===== config.mk =====
export PLATFORM = sky130hd
export DESIGN_NAME = qdiv_arb
export DESIGN_NICKNAME = d
export VERILOG_FILES = /design/src/rtl/qdiv_arb.sv
export SDC_FILE = /design/constraint.sdc
export NUM_CORES = 1
export LEC_CHECK = 0
export ABC_AREA = 0
export CORE_AREA = 8 8 151 153
export DETAILED_ROUTE_END_ITERATION = 7
export DIE_AREA = 0 0 159 161
export PLACE_DENSITY = 0.7
export SETUP_SLACK_MARGIN = 0.1
export SLEW_MARGIN = 20
export SYNTH_ARGS = -nofsm -noshare
export SYNTH_HDL_FRONTEND = slang
export SYNTH_SLANG_ARGS = --single-unit

===== constraint.sdc =====
create_clock -name clk -period 3.9 [get_ports clk]
set_input_delay 1.17 -clock clk [delete_from_list [all_inputs] [get_ports clk]]
set_output_delay 1.17 -clock clk [all_outputs]
set_load 0.05 [all_outputs]

===== src/rtl/qdiv_arb.sv =====
// qdiv_arb: four-requester front end for one shared sign-magnitude
// fixed-point divider (Q fractional bits, N-bit words, bit N-1 = sign).
// Ports: clk, rst (sync, active-high); req/req_dividend/req_divisor in,
// gnt out (one-hot pulse, operands captured that cycle); rsp_valid,
// rsp_id, rsp_quotient, rsp_dz, busy out; div_dividend, div_divisor,
// div_start to the divider; div_quotient, div_complete from it.
// Define QDIV_ARB_RR_EN for round-robin arbitration; the default build
// uses fixed priority (lowest index wins).
module qdiv_arb #(
  parameter int Q = 15,
  parameter int N = 32
) (
  input  logic           clk,
  input  logic           rst,
  input  logic [3:0]     req,
  input  logic [4*N-1:0] req_dividend,
  input  logic [4*N-1:0] req_divisor,
  output logic [3:0]     gnt,
  output logic           rsp_valid,
  output logic [1:0]     rsp_id,
  output logic [N-1:0]   rsp_quotient,
  output logic           rsp_dz,
  output logic           busy,
  output logic [N-1:0]   div_dividend,
  output logic [N-1:0]   div_divisor,
  output logic           div_start,
  input  logic [N-1:0]   div_quotient,
  input  logic           div_complete
);

  // Q only matters to the divider; it must leave room for the sign bit.
  if (Q < 0 || Q > N - 2) begin : g_bad_q
    $error("qdiv_arb: Q out of range for N");
  end

  typedef enum logic [2:0] {
    IDLE  = 3'd0,
    ISSUE = 3'd1,
    ARM   = 3'd2,
    BUSY  = 3'd3,
    RESP  = 3'd4
  } state_t;

  state_t       state_q, state_d;
  logic [N-1:0] cap_dd_q, cap_dd_d;
  logic [N-1:0] cap_dv_q, cap_dv_d;
  logic [1:0]   cap_id_q, cap_id_d;
  logic [N-1:0] rsp_q_q, rsp_q_d;
  logic [1:0]   rsp_id_q, rsp_id_d;
  logic         rsp_dz_q, rsp_dz_d;

  logic         any_req;
  logic [1:0]   win_idx;
  logic [N-1:0] win_dd;
  logic [N-1:0] win_dv;
  logic         win_dz;

  assign any_req = |req;

`ifdef QDIV_ARB_RR_EN
  logic [1:0] ptr_q, ptr_d;

  // Search starts one past the last winner; k=4 wraps back onto it.
  always_comb begin
    logic       found;
    logic [1:0] idx;
    found   = 1'b0;
    idx     = 2'd0;
    win_idx = 2'd0;
    for (int k = 1; k <= 4; k++) begin
      idx = ptr_q + 2'(k);
      if (!found && req[idx]) begin
        win_idx = idx;
        found   = 1'b1;
      end
    end
  end
`else
  always_comb begin
    win_idx = 2'd0;
    for (int k = 3; k >= 0; k--) begin
      if (req[k]) win_idx = 2'(k);
    end
  end
`endif

  assign win_dd = req_dividend[win_idx*N +: N];
  assign win_dv = req_divisor[win_idx*N +: N];
  assign win_dz = (win_dv[N-2:0] == '0);

  always_comb begin
    state_d  = state_q;
    cap_dd_d = cap_dd_q;
    cap_dv_d = cap_dv_q;
    cap_id_d = cap_id_q;
    rsp_q_d  = rsp_q_q;
    rsp_id_d = rsp_id_q;
    rsp_dz_d = rsp_dz_q;
`ifdef QDIV_ARB_RR_EN
    ptr_d    = ptr_q;
`endif
    unique case (state_q)
      IDLE: begin
        if (any_req) begin
          cap_dd_d = win_dd;
          cap_dv_d = win_dv;
          cap_id_d = win_idx;
`ifdef QDIV_ARB_RR_EN
          ptr_d    = win_idx;
`endif
          if (win_dz) begin
            // Saturated magnitude with the product sign.
            rsp_q_d  = {win_dd[N-1] ^ win_dv[N-1],
                        {(N-1){1'b1}}};
            rsp_dz_d = 1'b1;
            rsp_id_d = win_idx;
            state_d  = RESP;
          end else begin
            state_d  = ISSUE;
          end
        end
      end
      // Divider may still be busy from before a reset.
      ISSUE: if (div_complete) state_d = ARM;
      ARM:   if (!div_complete) state_d = BUSY;
      BUSY: begin
        if (div_complete) begin
          rsp_q_d  = div_quotient;
          rsp_dz_d = 1'b0;
          rsp_id_d = cap_id_q;
          state_d  = RESP;
        end
      end
      RESP:    state_d = IDLE;
      default: state_d = IDLE;
    endcase
  end

  always_ff @(posedge clk) begin
    if (rst) begin
      state_q  <= IDLE;
      cap_dd_q <= '0;
      cap_dv_q <= '0;
      cap_id_q <= '0;
      rsp_q_q  <= '0;
      rsp_id_q <= '0;
      rsp_dz_q <= 1'b0;
`ifdef QDIV_ARB_RR_EN
      ptr_q    <= 2'd3;
`endif
    end else begin
      state_q  <= state_d;
      cap_dd_q <= cap_dd_d;
      cap_dv_q <= cap_dv_d;
      cap_id_q <= cap_id_d;
      rsp_q_q  <= rsp_q_d;
      rsp_id_q <= rsp_id_d;
      rsp_dz_q <= rsp_dz_d;
`ifdef QDIV_ARB_RR_EN
      ptr_q    <= ptr_d;
`endif
    end
  end

  // Strobes are masked by rst so a reset cycle never grants or responds.
  assign gnt = (state_q == IDLE && any_req && !rst)
             ? (4'b0001 << win_idx) : 4'b0000;
  assign rsp_valid    = (state_q == RESP) && !rst;
  assign div_start    = (state_q == ISSUE) && !rst;
  assign busy         = (state_q != IDLE);
  assign rsp_id       = rsp_id_q;
  assign rsp_quotient = rsp_q_q;
  assign rsp_dz       = rsp_dz_q;
  assign div_dividend = cap_dd_q;
  assign div_divisor  = cap_dv_q;

endmodule


-- After elaboration in Yosys (flattened, before gate mapping)
Cells that the tools add are included.
- bits in registers: 104
- input port bits: 295
- output and inout port bits: 106
- word-level logic and storage cells: 56
- equality and inequality tests: 9
- shift operators: 3
- muxes and demuxes: 23
- bitwise logic cells: 1
- reduce and logical (&&, ||, !) cells: 13
- operators with widths (cell ; count):
    $shiftx 128x8->32 ; 2
    $mux 32 ; 3
    $pmux 32 s2 ; 1
    $logic_not 31->1 ; 1
    $mux 3 ; 5
    $mux 2 ; 7
    $pmux 3 s4 ; 1
    $ne 2x2->1 const B ; 5
    $reduce_and 4->1 ; 2
    $eq 3x2->1 const B ; 2
    $logic_and 1x1->1 ; 4
    $mux 4 ; 1
    $pmux 2 s2 ; 1
    $reduce_or 4->1 ; 1
    $shl 1x2->4 const A ; 1
    $eq 3x1->1 const B ; 1
    $eq 3x3->1 const B ; 1
    $logic_not 3->1 ; 1
    $mux 1 ; 3
    $reduce_bool 3->1 ; 1
    $pmux 1 s2 ; 1
    $reduce_and 2->1 ; 1
    $reduce_bool 2->1 ; 1
    $logic_not 1->1 ; 1
    $xor 1x1->1 ; 1

-- Depth between registers and ports, before layout
Gate-level depths: netlist (run 1).
- depth after elaboration: 9
- mapped depth: 10
- depth with buffers taken out: 7

-- Least setup slack after synthesis (run 1)
OpenSTA, ideal clock, no wires.
- path type: in2out
- start: input port req[2]
- end: output port gnt[2]
- arrival: 3367 ps
- data required time: 2730 ps
- slack: -637 ps
- stages on the path: 4
- path buffers: 2
- path through: buf_2 clkbuf_1 clkinv_1 nor4_1
- word-level cells in the longest chain between the ends: 5
- elaborated cells between the ends (all ways): 8
- those cells by class: 1 x shift; 4 x mux; 3 x reduce/logical
- ends and longest elaborated chain (item ; RTL line ; RTL):
    from (decl) ; 15 ; input logic [3:0] req,
    $mux 2 (3 in a row) ; 82 ; if (req[k]) win_idx = 2'(k);
    $shl 1x2->4 ; 167 ; ? (4'b0001 << win_idx) : 4'b0000;
    $mux 4 (*) ; 167 ;
    to (decl) ; 18 ; output logic [3:0] gnt,
Every way passes the cells marked *; elsewhere a longest branch is shown, timed or not.

-- Worst setup path after layout (run 1)
- start: input port req[0]
- end: output port gnt[3]
- word-level cells in the longest chain between the ends: 4
- elaborated cells between the ends (all ways): 6
- those cells by class: 1 x shift; 2 x mux; 3 x reduce/logical
- ends and longest elaborated chain (item ; RTL line ; RTL):
    $reduce_or 4->1 ; 58 ; assign any_req = |req;
    $logic_and 1x1->1 (2 in a row) ; 166 ; assign gnt = (state_q == IDLE && any_req && !rst)
    $mux 4 (*) ; 167 ;
Marked as above.

==> impl_metrics.env, run 1 <==
export IMPL_status="finished clean"
export IMPL_postSynth_topFlopCell="sky130_fd_sc_hd__dfxtp_1"
export IMPL_route_detailed_drc=0
export IMPL_drv_slew=0
export IMPL_worst_slew_pin_slew_ns=0.643
export IMPL_die_height_um=161
export IMPL_fmaxAchievable_mhz=268
export IMPL_grt_antenna_before_repair=1
export IMPL_leak_pwr_nw=4.08
export IMPL_crit_path_end_kind="primary output"
export IMPL_hold_path_startpoint="rsp_quotient[3]"
export IMPL_clockBufferDepth=2
export IMPL_cts_clk_slew_worst_paths_ns=0.08
export IMPL_post_layout_total_power_mw=3.92
export IMPL_worst_ir_drop_on_vdd_mv=0.201
export IMPL_die_w_um=159
export IMPL_hold_path_endpoint="rsp_quotient[3]"
export IMPL_power_per_cell_area_nw_per_um2=357
export IMPL_critical_path_arrival_ns=2.56
export IMPL_worstPathMaxFanout=6
export IMPL_post_cts_repair_setup_buffers=0
export IMPL_timing_rr_start="state_q[2]"
export IMPL_synth_cell_type_count=52
export IMPL_route_met2_wl_um=14400
export IMPL_post_drt_via_cell_ratio=5.25
export IMPL_routed_wl_met3_um=2580
export IMPL_crit_type="input pin to primary output"
export IMPL_ys_warnings_count=0
export IMPL_grt_use_total_pct=22.7
export IMPL_timing_clock_skew_ns=0.00809
export IMPL_area_growth_syn_to_layout_pct=77.4
export IMPL_post_route_cells_drive_above_1_share_pct=9.52
export IMPL_final_min_period_over_clock_period_pct=95.6
export IMPL_root_buffer="sky130_fd_sc_hd__clkbuf_16"
export IMPL_share_of_flip_flops_with_an_asynchronous_set_or_reset_after_synthesis_pct=0
export IMPL_r2r_end="rsp_quotient[4]"
export IMPL_synth_top_area_cell="sky130_fd_sc_hd__dfxtp_1"
export IMPL_initial_utilization_pct=30.2
export IMPL_max_stage_delay_ns=0.43
export IMPL_synthTopCellsByArea="sky130_fd_sc_hd__dfxtp_1 34%, sky130_fd_sc_hd__o21ai_0 8.7%, sky130_fd_sc_hd__a21oi_1 7.4%, sky130_fd_sc_hd__nor2_1 6.8%, sky130_fd_sc_hd__mux2i_1 5.5%"
export IMPL_timing_final_hold_violations=0
export IMPL_crit_path_top_delay_cell="sky130_fd_sc_hd__clkdlybuf4s50_1"
export IMPL_placeableCoreArea_um2=20600
export IMPL_post_synth_instance_area_um2=6200
export IMPL_vias_in_the_first_global_route=7878
export IMPL_ys_seq_elements=104
export IMPL_stdcell_area_um2=11000
export IMPL_synth_largest_type_area_fraction_pct=33.6
export IMPL_synth_edff_count=0
export IMPL_routed_top_layer="met4"
export IMPL_fp_dieArea_um2=25600
export IMPL_place_area_um2=10700
export IMPL_seq_area_frac_synth_pct=33.6
export IMPL_design_portCount=401
export IMPL_wire_per_inst_um=20.5
export IMPL_timing_reg2reg_worst_path_depth=8
export IMPL_place_gp_congestion=0.988
export IMPL_cts_num_sinks=104
export IMPL_placement_io_buffers=400
export IMPL_cap_viol_max_count=0
export IMPL_holdPathStages=2
export IMPL_floorplan_rows=53
export IMPL_h_tree_depth=3
export IMPL_r2r_slack_ns=1.25
export IMPL_cts_buffers=9
export IMPL_drt_first_iter_violations=450
export IMPL_post_synth_inst_count=826
export IMPL_grt_setup_unrepaired="false"
export IMPL_grt_overflow=0
export IMPL_nNetsFinal=1498
export IMPL_tritoncts="done"
export IMPL_timing_critical_path_cells="clkdlybuf4s50_1 -> buf_4 -> nor4b_4 -> and3_2 -> buf_12"
export IMPL_clk_insertion_delay_late_ns=0.36
export IMPL_dp_hpwl_um=23800
export IMPL_critical_path_launch_point_type="input pin"
export IMPL_mappedNetlistNets=1121
export IMPL_final_period_minus_worst_setup_slack_ns=3.73
export IMPL_setup_violations_final=0
export IMPL_drt_antenna_violating_nets=0
export IMPL_m1WireLength_um=12400
export IMPL_totalWireLength_um=30400
export IMPL_dr_total_vias=7789
export IMPL_pin_count_of_the_biggest_net_entering_global_routing=55
export IMPL_avgSynthCellArea_um2=7.51
export IMPL_drtPass1Iterations=5
export IMPL_timing_critical_path_required_ns=2.73
export IMPL_hold_buffers=0
export IMPL_hold_path_class="flop to flop"
export IMPL_max_slew_margin_rel_pct=57.1
export IMPL_critical_path_startpoint="req[0]"
export IMPL_grt_pass1_wl_um=46300
## state kept, by name, summed over array words and instances, names as in the netlist
| register | count |
|---|---|
| cap_id_q | 2 |
| div_divisor | 32 |
| rsp_dz | 1 |
| state_q | 3 |
| rsp_id | 2 |
| div_dividend | 32 |
| rsp_quotient | 32 |
## per-layer routing
| layer | vias up | track usage, % |
|---|---|---|
| met5 | - | 0 |
| met4 | 0 | 8.70 |
| met3 | 60 | 7.00 |
| met2 | 374 | 37.5 |
| met1 | 3589 | 27.4 |
| li1 | 3766 | - |
## Yosys cell counts, drive strengths merged, types with 20 or more instances
cell and instances:
nand3 33, a211oi 51, dfxtp 104, o21ai 108, nor2 112, mux2i 34
nand2 22, inv 36, nor3 28, buf 20, a21oi 92, clkbuf 60
## critical path, delay by kind of cell
| kind | cells | cell delay, ns |
|---|---|---|
| and+or+nand+nor | 2 | 0.62 |
| buffers and inverters | 3 | 0.76 |
## timing repair
item                       CTS  global route
setup endpoints to repair    3             1
gates resized for setup      2             1
pin swaps                    0             0
gates cloned                 0             0
## where the power goes
part / leakage (nW) / total (mW) / internal (mW) / switching, mW
clock network: 0.146 / 0.939 / 0.459 / 0.480
registers: 0.856 / 1.26 / 1.19 / 0.0727
logic: 3.08 / 1.72 / 0.708 / 1.01
total: 4.08 / 3.92 / 2.36 / 1.57
## placed cells by master (no fill, tap or decap), types with 3 or more instances in the layout
master	n
sky130_fd_sc_hd__inv_1	36
sky130_fd_sc_hd__nor4_1	14
sky130_fd_sc_hd__dfxtp_1	104
sky130_fd_sc_hd__clkdlybuf4s50_1	390
sky130_fd_sc_hd__nor2b_1	11
sky130_fd_sc_hd__nor2_1	110
sky130_fd_sc_hd__buf_4	46
sky130_fd_sc_hd__nand2_1	22
sky130_fd_sc_hd__nor4b_1	3
sky130_fd_sc_hd__a222oi_1	5
sky130_fd_sc_hd__nand3_1	33
sky130_fd_sc_hd__mux2i_1	34
sky130_fd_sc_hd__o211ai_1	8
sky130_fd_sc_hd__a221oi_1	17
sky130_fd_sc_hd__o21ai_0	108
sky130_fd_sc_hd__a21oi_1	91
sky130_fd_sc_hd__buf_12	7
sky130_fd_sc_hd__nand4_1	4
sky130_fd_sc_hd__nor3_1	26
sky130_fd_sc_hd__a211oi_2	26
sky130_fd_sc_hd__a22oi_1	17
sky130_fd_sc_hd__o21a_1	6
sky130_fd_sc_hd__a211oi_1	25
sky130_fd_sc_hd__clkbuf_16	9
## cell families (layout without fill, tap and decap cells)
group / after synthesis / in the layout / synth area share, %
xor gates and xnor gates: 2 / 2 / 0.282
and+or+nand+nor: 247 / 247 / 19.0
DFF: 104 / 104 / 33.6
muxes: 34 / 34 / 5.49
other: 0 / 1 / 0
buffers and inverters: 117 / 499 / 7.72
AOI/OAI and AO/OA: 322 / 322 / 33.9
## worst max-delay path by stage
stage / slack, ns / cells after the start / end
global route: 0.1 / 5 / gnt[3]
floorplan: -0.43 / 3 / div_start
CTS: 0.10 / 5 / gnt[3]
global placement: -0.03 / 5 / gnt[2]
detailed placement: -0.20 / 9 / rsp_quotient[4]
finish: 0.17 / 5 / gnt[3]
## cell type report
cell class                      count  area [µm²]
Clock buffer                        9         225
Tap cell                          275         344
Antenna cell                        1        2.50
Sequential cell                   104        2080
Clock inverter                      7        80.1
Timing Repair Buffer              446        4410
Multi-Input combinational cell    605        3720
Inverter                           37         139
Fill cell                        1949        9550
## through the flow
stage          util, %  TNS, ns  setup slack [ns]  hold WS, ns  std cells
4_1_cts           53.5        0             0.101        0.460       1483
2_1_floorplan        -    -1.35            -0.430        0.455        826
3_5_place_dp      52.0    -3.08            -0.198        0.445       1467
3_3_place_gp      52.0  -0.0275           -0.0275        0.439       1467
5_1_grt           53.5        0            0.0958        0.482       1484
6_report          53.5        0             0.172        0.458       1484
Power figures use the tool's default switching activity.
==> inputs of run 2 (changes only) <==
--- a/config.mk
+++ b/config.mk
@@ -9,6 +9,7 @@
 export CORE_AREA = 8 8 151 153
 export DETAILED_ROUTE_END_ITERATION = 7
 export DIE_AREA = 0 0 159 161
+export GPL_TIMING_DRIVEN = 0
 export PLACE_DENSITY = 0.7
 export SETUP_SLACK_MARGIN = 0.1
 export SLEW_MARGIN = 20
==> run 2 against run 1 <==
Compared with the run above: first-iteration DRC count is 41% higher; combinational power up 3%; critical path depth increased by 3; core utilization about the same; worst hold slack better by 0.00059 ns; sequential power barely moved; maximum frequency shrank 0.55%; power increased by 0.88%; critical endpoint is now gnt[1]; largest power group unchanged; highest routed layer unchanged.
==> impl_metrics.env, run 2 (same netlist as run 1, synthesis figures left out) <==
export IMPL_post_route_cells_drive_above_1_share_pct=7.88
export IMPL_critical_path_arrival_ns=2.58
export IMPL_dr_total_vias=8157
export IMPL_dp_cells=1498
export IMPL_wire_per_inst_um=22.1
export IMPL_timing_clock_skew_ns=0.0118
export IMPL_cts_num_sinks=104
export IMPL_leak_pwr_nw=4.04
export IMPL_cts_buffers=9
export IMPL_totalWireLength_um=33700
export IMPL_final_period_minus_worst_setup_slack_ns=3.75
export IMPL_drt_first_iter_violations=634
export IMPL_vias_in_the_first_global_route=8152
export IMPL_layout_cells_non_filler=1521
export IMPL_crit_path_end_kind="primary output"
export IMPL_worst_slew_pin_slew_ns=0.996
export IMPL_post_route_util_pct=53.6
export IMPL_die_w_um=159
export IMPL_worst_ir_drop_on_vdd_mv=0.193
export IMPL_clockBufferDepth=2
export IMPL_hold_buffers=0
export IMPL_timing_final_hold_violations=0
export IMPL_cap_viol_max_count=0
export IMPL_grt_antenna_before_repair=2
export IMPL_route_detailed_drc=0
export IMPL_power_per_cell_area_nw_per_um2=359
export IMPL_hold_path_class="flop to flop"
export IMPL_timing_rr_start="state_q[2]"
export IMPL_pin_count_of_the_biggest_net_entering_global_routing=21
export IMPL_critical_path_launch_point_type="input pin"
export IMPL_floorplan_rows=53
export IMPL_clk_insertion_delay_late_ns=0.36
export IMPL_grt_use_total_pct=25.0
export IMPL_final_min_period_over_clock_period_pct=96.1
export IMPL_status="finished clean"
export IMPL_drv_slew=0
export IMPL_die_height_um=161
export IMPL_design_portCount=401
export IMPL_setup_violations_final=0
export IMPL_placement_io_buffers=397
export IMPL_timing_critical_path_required_ns=2.73
export IMPL_grt_overflow=0
export IMPL_initial_utilization_pct=30.2
export IMPL_max_slew_margin_rel_pct=33.3
export IMPL_tritoncts="done"
export IMPL_fmaxAchievable_mhz=267
export IMPL_fp_dieArea_um2=25600
export IMPL_drtPass1Iterations=5
export IMPL_grt_setup_unrepaired="true"
export IMPL_crit_type="input pin to primary output"
export IMPL_most_common_cell_after_layout_fill_and_taps_aside="sky130_fd_sc_hd__clkdlybuf4s50_1"
export IMPL_h_tree_depth=3
export IMPL_dp_hpwl_um=27200
export IMPL_drt_antenna_violating_nets=0
export IMPL_post_place_ws_ns=-2.24
export IMPL_area_growth_syn_to_layout_pct=77.5
export IMPL_cts_clk_slew_worst_paths_ns=0.08
export IMPL_critical_path_startpoint="req[0]"
export IMPL_hold_path_startpoint="rsp_quotient[2]"
export IMPL_root_buffer="sky130_fd_sc_hd__clkbuf_16"
export IMPL_post_drt_via_cell_ratio=5.36
export IMPL_place_gp_congestion=1.00
export IMPL_mostFrequentLayoutCells="389 x sky130_fd_sc_hd__clkdlybuf4s50_1, 111 x sky130_fd_sc_hd__nor2_1, 108 x sky130_fd_sc_hd__o21ai_0, 104 x sky130_fd_sc_hd__dfxtp_1, 91 x sky130_fd_sc_hd__a21oi_1"
export IMPL_nNetsFinal=1534
export IMPL_placeableCoreArea_um2=20600
export IMPL_finalWorstSetupSlack_ns=0.151
export IMPL_grt_pass1_wl_um=50200
export IMPL_worstPathMaxFanout=10
-- run 2: cell count changes in the layout (fill, tap and decap cells not counted), moves of 2 or more --
| cell | delta |
|---|---|
| sky130_fd_sc_hd__clkbuf_1 | +52 |
| sky130_fd_sc_hd__buf_4 | -36 |
| sky130_fd_sc_hd__buf_12 | -7 |
| sky130_fd_sc_hd__buf_2 | +7 |
| sky130_fd_sc_hd__buf_6 | +7 |
| sky130_fd_sc_hd__buf_1 | +5 |
| sky130_fd_sc_hd__clkbuf_2 | +4 |
| sky130_fd_sc_hd__clkinv_4 | +3 |
| sky130_fd_sc_hd__clkbuf_8 | +2 |
| sky130_fd_sc_hd__o41ai_1 | -2 |
-- run 2: worst paths after layout --
| check | cells past startpoint | slack, ns | end |
|---|---|---|---|
| hold / removal | 2 | 0.46 | rsp_quotient[2] |
| setup / recovery | 8 | 0.15 | gnt[1] |
| hold reg to reg | 2 | 0.46 | rsp_quotient[2] |
| setup reg to reg | 8 | 1.24 | div_divisor[11] |
-- run 2: what timing repair did --
action | in CTS | in global routing
pin swaps | 3 | 0
cloned | 0 | 0
setup endpoints to repair | 93 | 41
resized for setup | 64 | 16
buffers inserted | 7 | 0
-- run 2: layout make-up --
| cell class | instances | area [µm²] |
|---|---|---|
| fill | 1991 | 9540 |
| tap | 275 | 344 |
| clock buffer | 9 | 225 |
| clock inverter | 7 | 71.3 |
| multi-input combinational | 605 | 3730 |
| buffer | 78 | 405 |
| antenna | 2 | 5.00 |
| timing repair buffer | 404 | 4010 |
| inverter | 37 | 140 |
| sequential | 104 | 2080 |
-- run 2: worst max-delay path: stages --
cell and delay (ns):
sky130_fd_sc_hd__clkdlybuf4s15_2 0.22, sky130_fd_sc_hd__buf_6 0.14, sky130_fd_sc_hd__nor2_4 0.06, sky130_fd_sc_hd__clkbuf_16 0.16, sky130_fd_sc_hd__a21o_4 0.20, sky130_fd_sc_hd__clkbuf_8 0.16, sky130_fd_sc_hd__nor3_4 0.24, sky130_fd_sc_hd__buf_6 0.20
-- run 2: report_power, final --
group	internal (mW)	total [mW]	switching (mW)
combinational	0.709	1.77	1.06
sequential	1.19	1.26	0.0706
clock	0.453	0.923	0.471
total	2.35	3.96	1.61
-- run 2: per-layer routing --
layer	global-route usage, %	up-vias	wire, µm
met5	0	-	0
met4	8.19	0	936
met3	5.17	56	2260
met2	42.2	361	16100
met1	31.3	3892	14400
li1	-	3848	-
-- run 2: stage by stage --
stage / instance area (µm²) / hold slack, ns / total power, mW / TNS, ns
finish: 11000 / 0.459 / 3.96 / 0
global route: 11000 / 0.470 / 4.14 / 0
floorplan: 6220 / 0.455 / 2.22 / -1.35
global placement: 10500 / 0.441 / 3.01 / -42.54
detailed placement: 10500 / 0.444 / 3.01 / -48.92
CTS: 11000 / 0.457 / 3.96 / 0
==> inputs of run 3 (changes only) <==
==> constraint.sdc (replaced) <==
create_clock -name clk -period 3.9 [get_ports clk]
set_input_delay 1.17 -clock clk [delete_from_list [all_inputs] [get_ports clk]]
set_output_delay 1.17 -clock clk [all_outputs]
set_load 0.005 [all_outputs]
==> run 3 against run 2 <==
Compared with the run above: register-to-register slack better by 0.08 ns; core utilization about the same; maximum frequency about the same; non-clock buffer count down 1; clock skew down 0.0033 ns; first-iteration DRC count up 5.8%; design area about the same; critical path depth unchanged; worst hold slack worse by 0.0050 ns.
==> impl_metrics.env, run 3 (same netlist as run 1, synthesis figures left out) <==
export IMPL_status="finished clean"
export IMPL_grt_setup_unrepaired="false"
export IMPL_hold_path_endpoint="rsp_quotient[3]"
export IMPL_mostFrequentLayoutCells="391 x sky130_fd_sc_hd__clkdlybuf4s50_1, 110 x sky130_fd_sc_hd__nor2_1, 108 x sky130_fd_sc_hd__o21ai_0, 104 x sky130_fd_sc_hd__dfxtp_1, 91 x sky130_fd_sc_hd__a21oi_1"
export IMPL_nNetsFinal=1533
export IMPL_h_tree_depth=3
export IMPL_root_buffer="sky130_fd_sc_hd__clkbuf_16"
export IMPL_final_period_minus_worst_setup_slack_ns=3.75
export IMPL_place_area_um2=10500
export IMPL_critical_path_arrival_ns=4.03
export IMPL_drtPass1Iterations=7
export IMPL_cap_viol_max_count=0
export IMPL_power_per_cell_area_nw_per_um2=321
export IMPL_drt_antenna_violating_nets=0
export IMPL_crit_path_end_kind="flop"
export IMPL_pin_count_of_the_biggest_net_entering_global_routing=22
export IMPL_finalWorstSetupSlack_ns=0.149
export IMPL_crit_type="input pin to flop"
export IMPL_tritoncts="done"
export IMPL_die_w_um=159
export IMPL_clk_insertion_delay_late_ns=0.35
export IMPL_timing_rr_start="state_q[2]"
export IMPL_grt_antenna_before_repair=0
export IMPL_dr_total_vias=8106
export IMPL_layout_cells_non_filler=1518
export IMPL_holdPathStages=2
export IMPL_place_gp_congestion=0.943
export IMPL_fmaxAchievable_mhz=267
export IMPL_dp_hpwl_um=27000
export IMPL_cts_clk_slew_worst_paths_ns=0.08
export IMPL_timing_critical_path_required_ns=4.18
export IMPL_hold_path_startpoint="rsp_quotient[3]"
export IMPL_fill_cells=2004
export IMPL_design_portCount=401
export IMPL_r2r_end="div_divisor[10]"
export IMPL_wire_per_inst_um=22.1
export IMPL_max_stage_delay_ns=0.55
export IMPL_final_min_period_over_clock_period_pct=96.2
export IMPL_post_drt_via_cell_ratio=5.34
export IMPL_timing_clock_skew_ns=0.00846
export IMPL_die_height_um=161
export IMPL_drv_slew=0
export IMPL_worst_slew_pin_slew_ns=0.998
export IMPL_post_place_ws_ns=-1.96
export IMPL_num_antenna_cells=0
export IMPL_r2r_slack_ns=1.32
export IMPL_cts_num_sinks=104
export IMPL_timing_reg2reg_worst_path_depth=8
export IMPL_most_common_cell_after_layout_fill_and_taps_aside="sky130_fd_sc_hd__clkdlybuf4s50_1"
export IMPL_final_setup_tns_ns=0
export IMPL_stdcell_area_um2=11000
export IMPL_drt_first_iter_violations=671
export IMPL_hold_path_class="flop to flop"
export IMPL_crit_path_top_delay_cell="sky130_fd_sc_hd__or4_1"
export IMPL_clockBufferDepth=2
export IMPL_seqCellArea_um2=2080
export IMPL_area_growth_syn_to_layout_pct=77.4
export IMPL_floorplan_rows=53
export IMPL_initial_utilization_pct=30.2
export IMPL_critical_path_launch_point_type="input pin"
export IMPL_dp_cells=1498
export IMPL_timing_critical_path_cells="clkdlybuf4s50_1 -> or4_1 -> o41ai_1 -> a31oi_1 -> nor3_1 -> a21boi_2 -> buf_6 -> a211oi_2"
export IMPL_leak_pwr_nw=4.04
export IMPL_placeableCoreArea_um2=20600
export IMPL_worstPathMaxFanout=10
export IMPL_grt_overflow=0
export IMPL_worst_ir_drop_on_vdd_mv=0.230
export IMPL_timing_final_hold_violations=0
export IMPL_setup_violations_final=0
export IMPL_max_slew_margin_rel_pct=33.2
export IMPL_vias_in_the_first_global_route=8155
export IMPL_placement_io_buffers=397
export IMPL_fp_dieArea_um2=25600
export IMPL_post_route_cells_drive_above_1_share_pct=7.24
export IMPL_route_detailed_drc=0
export IMPL_multiInputGateArea_um2=3700
export IMPL_post_route_util_pct=53.5
export IMPL_grt_use_total_pct=24.8
export IMPL_grt_pass1_wl_um=49800
export IMPL_post_layout_total_power_mw=3.54
export IMPL_fin_worst_hold_slack_ns=0.454
export IMPL_totalWireLength_um=33500
export IMPL_cts_buffers=9
-- run 3: where the power goes --
| group | internal (mW) | switching, mW | leakage (nW) |
|---|---|---|---|
| clock network | 0.459 | 0.475 | 0.146 |
| registers | 1.19 | 0.0729 | 0.856 |
| logic | 0.716 | 0.623 | 3.03 |
| total | 2.37 | 1.17 | 4.04 |
-- run 3: final cells by class --
| class | instances | share of cell area [%] |
|---|---|---|
| Buffer | 79 | 3.99 |
| Timing Repair Buffer | 402 | 36.3 |
| Tap cell | 275 | 3.13 |
| Clock buffer | 9 | 2.05 |
| Clock inverter | 7 | 0.728 |
| Inverter | 37 | 1.27 |
| Sequential cell | 104 | 18.9 |
| Multi-Input combinational cell | 605 | 33.7 |
-- run 3: worst max-delay path by stage --
| stage | slack [ns] | cells after the start | from | to |
|---|---|---|---|---|
| after floorplan | 0.29 | 7 | req[0] | gnt[1] |
| after global placement | -1.84 | 8 | req[3] | gnt[3] |
| after detailed placement | -1.96 | 8 | req[3] | gnt[3] |
| after CTS | 0.13 | 8 | req[3] | gnt[1] |
| after global routing | 0.12 | 5 | rst | gnt[3] |
| final | 0.15 | 8 | req_divisor[104] | rsp_quotient[5] |
-- run 3: timing repair --
item | in CTS | in global routing
buffers inserted | 4 | 0
gates cloned | 1 | 0
gates resized for setup | 55 | 2
setup endpoints to repair | 92 | 4
hold buffers | 0 | 0
pin swaps | 2 | 0
-- run 3: routing by layer --
layer,vias up,routed length (µm),track usage (%)
met5,-,0,0
li1,3844,-,-
met3,56,2280,5.73
met4,0,1060,8.58
met1,3821,14300,31.1
met2,385,15900,41.2
-- run 3: critical path: cells and delay by family --
kind | cells | cell delay [ns]
simple gates | 2 | 0.99
compound gates | 4 | 1.17
buf+inv | 2 | 0.68
